File: config.mk
export PLATFORM = sky130hd
export DESIGN_NAME = spi_txn_arbiter
export DESIGN_NICKNAME = d
export VERILOG_FILES = /design/src/rtl/spi_txn_arbiter.sv
export SDC_FILE = /design/constraint.sdc
export NUM_CORES = 1
export LEC_CHECK = 0
export ABC_CLOCK_PERIOD_IN_PS = 2300
export CAP_MARGIN = 0
export CORE_MARGIN = 1.5
export CORE_UTILIZATION = 38
export CTS_CLUSTER_DIAMETER = 200
export CTS_CLUSTER_SIZE = 12
export DETAILED_ROUTE_END_ITERATION = 10
export MAX_ROUTING_LAYER = met4
export PLACE_DENSITY = 0.87
export SETUP_SLACK_MARGIN = 0.15
export SYNTH_ARGS = -nofsm -noshare
export SYNTH_HDL_FRONTEND = slang
export SYNTH_SLANG_ARGS = --single-unit
File: constraint.sdc
create_clock -name sysclk -period 2.3 [get_ports sysclk]
set_input_delay 0.23 -clock sysclk [delete_from_list [all_inputs] [get_ports sysclk]]
set_output_delay 0.23 -clock sysclk [all_outputs]
set_load 0.1 [all_outputs]
File: src/rtl/spi_txn_arbiter.sv
// Round-robin scheduler sharing one SPI master between NUM_REQ requesters.
// It launches the winner's frame, tracks chip select, and returns the tagged response.
module spi_txn_arbiter #(
  parameter int NUM_REQ    = 4,
  parameter int CMD_W      = 8,
  parameter int ADDR_W     = 8,
  parameter int DATA_W     = 16,
  parameter int FRAME_W    = CMD_W + ADDR_W + DATA_W,
  parameter int RESP_W     = 7,
  parameter int START_TO   = 64,
  parameter int XFER_TO    = 1024,
  parameter int GAP_CYCLES = 4
) (
  input  logic                         sysclk,
  input  logic                         rst,
  input  logic [NUM_REQ-1:0]           req,
  input  logic [NUM_REQ*CMD_W-1:0]     req_cmd,
  input  logic [NUM_REQ*ADDR_W-1:0]    req_addr,
  input  logic [NUM_REQ*DATA_W-1:0]    req_data,
  output logic [NUM_REQ-1:0]           gnt,
  output logic                         rsp_valid,
  output logic [$clog2(NUM_REQ)-1:0]   rsp_id,
  output logic [RESP_W-1:0]            rsp_data,
  output logic                         rsp_err,
  output logic                         busy,
  output logic                         m_tx_enb,
  output logic [FRAME_W-1:0]           m_frame,
  input  logic                         m_cs_n,
  input  logic [RESP_W-1:0]            m_rx_frame
);

  localparam int ID_W    = $clog2(NUM_REQ);
  localparam int CW      = ID_W + 1;
  localparam int TMR_MAX = (START_TO > XFER_TO)
                           ? ((START_TO > GAP_CYCLES) ? START_TO : GAP_CYCLES)
                           : ((XFER_TO > GAP_CYCLES) ? XFER_TO : GAP_CYCLES);
  localparam int TMR_W   = $clog2(TMR_MAX) + 1;

  typedef enum logic [2:0] {
    S_IDLE,
    S_LAUNCH,
    S_WAIT_CS_LOW,
    S_WAIT_CS_HIGH,
    S_RESP,
    S_GAP
  } state_t;

  state_t              r_state;
  state_t              w_state_next;
  logic [ID_W-1:0]     r_winner;
  logic [ID_W-1:0]     r_last;
  logic [TMR_W-1:0]    r_timer;
  logic [TMR_W-1:0]    w_timer_next;
  logic [TMR_W-1:0]    w_timer_inc;
  logic [FRAME_W-1:0]  r_frame;
  logic [ID_W-1:0]     r_rsp_id;
  logic [RESP_W-1:0]   r_rsp_data;
  logic                r_rsp_err;

  logic                w_found;
  logic [ID_W-1:0]     w_winner;
  logic [CW-1:0]       w_cand;
  logic [FRAME_W-1:0]  w_frame;
  logic                w_take;
  logic                w_load_rsp;
  logic                w_rsp_err_next;
  logic [RESP_W-1:0]   w_rsp_data_next;

  assign w_timer_inc = (r_timer == {TMR_W{1'b1}}) ? r_timer : r_timer + TMR_W'(1);

  assign busy     = (r_state != S_IDLE);
  assign m_frame  = r_frame;
  assign rsp_id   = r_rsp_id;
  assign rsp_data = r_rsp_data;
  assign rsp_err  = r_rsp_err;

  // Search upward from the requester after the last winner, wrapping modulo NUM_REQ.
  always_comb begin
    w_found  = 1'b0;
    w_winner = '0;
    w_cand   = '0;
    w_frame  = '0;
    for (int k = 1; k <= NUM_REQ; k++) begin
      w_cand = {1'b0, r_last} + CW'(k);
      if (w_cand >= CW'(NUM_REQ)) begin
        w_cand = w_cand - CW'(NUM_REQ);
      end
      if (!w_found && req[w_cand[ID_W-1:0]]) begin
        w_found  = 1'b1;
        w_winner = w_cand[ID_W-1:0];
      end
    end
    for (int i = 0; i < NUM_REQ; i++) begin
      if (w_winner == ID_W'(i)) begin
        w_frame = {req_cmd[i*CMD_W +: CMD_W], req_addr[i*ADDR_W +: ADDR_W],
                   req_data[i*DATA_W +: DATA_W]};
      end
    end
  end

  always_ff @(posedge sysclk) begin
    if (rst) begin
      r_state <= S_IDLE;
    end else begin
      r_state <= w_state_next;
    end
  end

  always_comb begin
    w_state_next    = r_state;
    w_timer_next    = r_timer;
    w_take          = 1'b0;
    w_load_rsp      = 1'b0;
    w_rsp_err_next  = 1'b0;
    w_rsp_data_next = '0;
    gnt             = '0;
    m_tx_enb        = 1'b0;
    rsp_valid       = 1'b0;
    case (r_state)
      // A master still busy from before our reset blocks new launches.
      S_IDLE: begin
        if (w_found && m_cs_n) begin
          w_take       = 1'b1;
          w_state_next = S_LAUNCH;
        end
      end
      S_LAUNCH: begin
        gnt[r_winner] = 1'b1;
        m_tx_enb      = 1'b1;
        w_timer_next  = '0;
        w_state_next  = S_WAIT_CS_LOW;
      end
      S_WAIT_CS_LOW: begin
        if (!m_cs_n) begin
          w_timer_next = '0;
          w_state_next = S_WAIT_CS_HIGH;
        end else if (r_timer == TMR_W'(START_TO - 1)) begin
          w_load_rsp     = 1'b1;
          w_rsp_err_next = 1'b1;
          w_state_next   = S_RESP;
        end else begin
          w_timer_next = w_timer_inc;
        end
      end
      S_WAIT_CS_HIGH: begin
        if (m_cs_n) begin
          w_load_rsp      = 1'b1;
          w_rsp_data_next = m_rx_frame;
          w_state_next    = S_RESP;
        end else if (r_timer == TMR_W'(XFER_TO - 1)) begin
          w_load_rsp     = 1'b1;
          w_rsp_err_next = 1'b1;
          w_state_next   = S_RESP;
        end else begin
          w_timer_next = w_timer_inc;
        end
      end
      S_RESP: begin
        rsp_valid    = 1'b1;
        w_timer_next = '0;
        w_state_next = S_GAP;
      end
      // Any low chip select here is stale activity, so the quiet period starts over.
      S_GAP: begin
        if (!m_cs_n) begin
          w_timer_next = '0;
        end else if (r_timer == TMR_W'(GAP_CYCLES - 1)) begin
          w_state_next = S_IDLE;
        end else begin
          w_timer_next = w_timer_inc;
        end
      end
      default: w_state_next = S_IDLE;
    endcase
  end

  always_ff @(posedge sysclk) begin
    if (rst) begin
      r_timer    <= '0;
      r_winner   <= '0;
      r_last     <= ID_W'(NUM_REQ - 1);
      r_frame    <= '0;
      r_rsp_id   <= '0;
      r_rsp_data <= '0;
      r_rsp_err  <= 1'b0;
    end else begin
      r_timer <= w_timer_next;
      if (w_take) begin
        r_winner <= w_winner;
        r_last   <= w_winner;
        r_frame  <= w_frame;
      end
      if (w_load_rsp) begin
        r_rsp_id   <= r_winner;
        r_rsp_data <= w_rsp_data_next;
        r_rsp_err  <= w_rsp_err_next;
      end
    end
  end

endmodule

==> flow_summary.json <==
{
  "outcome": "completed",
  "place_inst": 653,
  "tritoncts.num_buffers": 9,
  "layoutNonFillerInstCount": 670,
  "die_h_um": 96.3,
  "grt_max_degree": 39,
  "relSlewSlack": 0.689,
  "grt_first_pass_wirelength_um": 16800,
  "cts_tree": "built",
  "gr-total-overflow": 0,
  "cp_max_fo": 10,
  "start_kind": "flop",
  "crit_chain": "buf_4 -> nand2_1 -> clkinvlp_4 -> and3_2 -> buf_12",
  "power.density_nw_per_um2": 728,
  "finalHoldViolCount": 0,
  "portBuffers": 190,
  "slowest_stage": "dfxtp_1",
  "path_clk_slew_ns": 0.08,
  "synthTopCellsByArea": "dfxtp_1, mux2i_1, o221ai_1",
  "start_util": 0.397,
  "ff2ff_setup_slack_ns": 0.34,
  "setup_tns_ns": 0,
  "synthSimpleGateAreaFrac": 0.179,
  "synth_top_family_by_area": "multiplexers",
  "htree_levels": 3,
  "gp_congestion": 0.919,
  "startpoint": "r_state[0]$_SDFFE_PP0P_",
  "finalCritPeriodShare": 0.858,
  "synth_compound_area_frac": 0.197,
  "mostFrequentLayoutCells": "clkdlybuf4s50_1, mux2i_1, buf_4, dfxtp_1, nand3_1",
  "die_x_um": 96.3,
  "setup.worst_path.end": "gnt[3]",
  "clock_sinks": 60,
  "grt-busiest-layer": "met2",
  "vias_per_cell": 5.58,
  "timing.rr.start": "r_timer[6]$_SDFFE_PP0P_",
  "ys_warn_count": 0,
  "coreArea_um2": 8340,
  "drt_pass1_iterations": 4,
  "arrival_ns": 1.74,
  "worstSetupPathType": "flop to output pin",
  "reg2reg_depth": 6,
  "holdCritPathClass": "flop to flop",
  "r2r-end": "r_timer[5]$_SDFFE_PP0P_",
  "antenna_cells": 0,
  "via_count": 3741,
  "root_buffer": "clkbuf_8",
  "grt_setup_unrepaired": "no",
  "finalPower_mw": 4.08,
  "die-area_um2": 9270,
  "num_rows": 33,
  "syn_area_um2": 3310,
  "synth_cell_type_count": 44,
  "synth_xor_area_frac": 0.00265,
  "synth_seq_cells": 60,
  "grt_pass1_vias": 3507,
  "drv_cap": 0,
  "crit_path_end_kind": "output pin",
  "ff_latch_area_um2": 1200,
  "synth_area_per_cell_um2": 8.99,
  "drt_iter0_drc": 261,
  "synth.largest_area_cell": "dfxtp_1",
  "grt.total_usage": 0.243,
  "synth_edf_count": 0,
  "fin_util": 0.672,
  "dpl_cell_area_um2": 5370,
  "synth_ff_type": "dfxtp_1",
  "synth_mux_area_frac": 0.206,
  "layout_commonest_cell": "clkdlybuf4s50_1",
  "cp_slowest_stage_delay_ns": 0.46,
  "p_leak_nw": 2.26,
  "post-place-ws_ns": 0.0435,
  "cts_buffer_depth": 2,
  "use_met3": 0.0506,
  "antenna_left": 0,
  "wl_um": 11500,
  "syn2layout_area_growth_pct": 69.3,
  "worst_slack_ns": 0.325,
  "ys_async_sr_fraction": 0,
  "gr-usage-met1": 0.288,
  "synthAdderAreaFrac": 0.00378,
  "synth_cells": 368,
  "wl_per_cell_um": 17.2,
  "fillers": 662,
  "vdd_ir_drop_max_uv": 431,
  "io_pins": 191,
  "worstPathRequired_ns": 2.07,
  "synth-seq-area-share": 0.363,
  "synth_nets": 511,
  "final_area_um2": 5600,
  "yosysTopAreaCellShare": 0.363,
  "setup_viol": 0,
  "slew_viol_final": 0,
  "min_period_ns": 1.97,
  "hpwl_um": 8950,
  "post-route-drc-count": 0,
  "worst_pin_slew_ns": 0.467,
  "antenna_found_initial": 0,
  "met2_usage": 0.401,
  "clock_skew_ns": 0.0100,
  "nets": 703,
  "drive_gt1_frac": 0.182,
  "multiInputGateArea_um2": 1980,
  "clock.fmax_mhz": 506,
  "fin_hold_ws_ns": 0.467,
  "clock_latency_ns": 0.33
}
-- flip-flops by register name, summed over array words and instances, names as in the netlist --
| name | cells |
|---|---|
| m_frame | 32 |
| r_timer | 11 |
| rsp_data | 7 |
| r_state | 3 |
| r_last | 2 |
| r_winner | 2 |
| rsp_id | 2 |
| rsp_err | 1 |
-- synth_stat cells (3+ instances only) --
library cell and instances:
nor4_1 3, nor3_1 5, clkbuf_1 16, a211oi_1 3
buf_2 13, inv_1 7, nand3_1 40, dfxtp_1 60
a22oi_1 8, nor2b_1 8, or3_1 5, mux2i_1 68
a21oi_1 16, o221ai_1 32, o21ai_0 12, nor2_1 28
nand2_1 12
-- final cells by class --
class,instances,area share
inverters,7,0.00603
multi-input cells,271,0.354
well taps,105,0.0235
clock buffers,11,0.0252
flip-flops and latches,60,0.215
clock inverters,5,0.0150
repair buffers,211,0.361
-- critical path, delay by kind of cell (launching register included) --
| kind | cells | cell delay (ns) |
|---|---|---|
| buffers and inverters | 3 | 0.55 |
| flip-flops | 1 | 0.46 |
| AND/OR/NAND/NOR | 2 | 0.40 |
-- worst min-delay path by stage --
stage	from	endpoint	slack, ns	depth (start not counted)
after detailed placement	rsp_err$_SDFFE_PP0P_	rsp_err$_SDFFE_PP0P_	0.46	2
after global placement	rsp_err$_SDFFE_PP0P_	rsp_err$_SDFFE_PP0P_	0.45	2
after CTS	rsp_err$_SDFFE_PP0P_	rsp_err$_SDFFE_PP0P_	0.47	2
after global routing	rsp_err$_SDFFE_PP0P_	rsp_err$_SDFFE_PP0P_	0.49	2
after floorplan	m_rx_frame[0]	rsp_data[0]$_SDFFE_PP0P_	0.39	2
final	rsp_err$_SDFFE_PP0P_	rsp_err$_SDFFE_PP0P_	0.47	2
-- cell families (layout without fill, tap and decap cells) --
logic type / count (synthesis) / in the layout
AND/OR/NAND/NOR: 114 / 114
AO/OA/AOI/OAI: 87 / 87
multiplexers: 68 / 68
flip-flops: 60 / 60
buffers and inverters: 37 / 234
adder cells (fa/ha/maj): 1 / 1
XOR/XNOR: 1 / 1
-- what timing repair did --
item,in CTS,in global routing
buffers inserted,0,1
resized for setup,0,1
endpoints found under the setup margin,0,2
hold buffers,0,0
hold endpoints to repair,0,0
-- power by group --
part / switching [mW] / internal (mW)
clock: 0.431 / 0.644
combinational: 1.14 / 0.637
sequential: 0.0771 / 1.14
total: 1.65 / 2.42
-- per-layer routing --
layer / part of all wire / vias to the layer above
li1: - / 1797
met1: 0.40 / 1773
met2: 0.51 / 151
met3: 0.061 / 20
met4: 0.027 / 0
met5: 0 / -
Power figures use the tool's default switching activity.
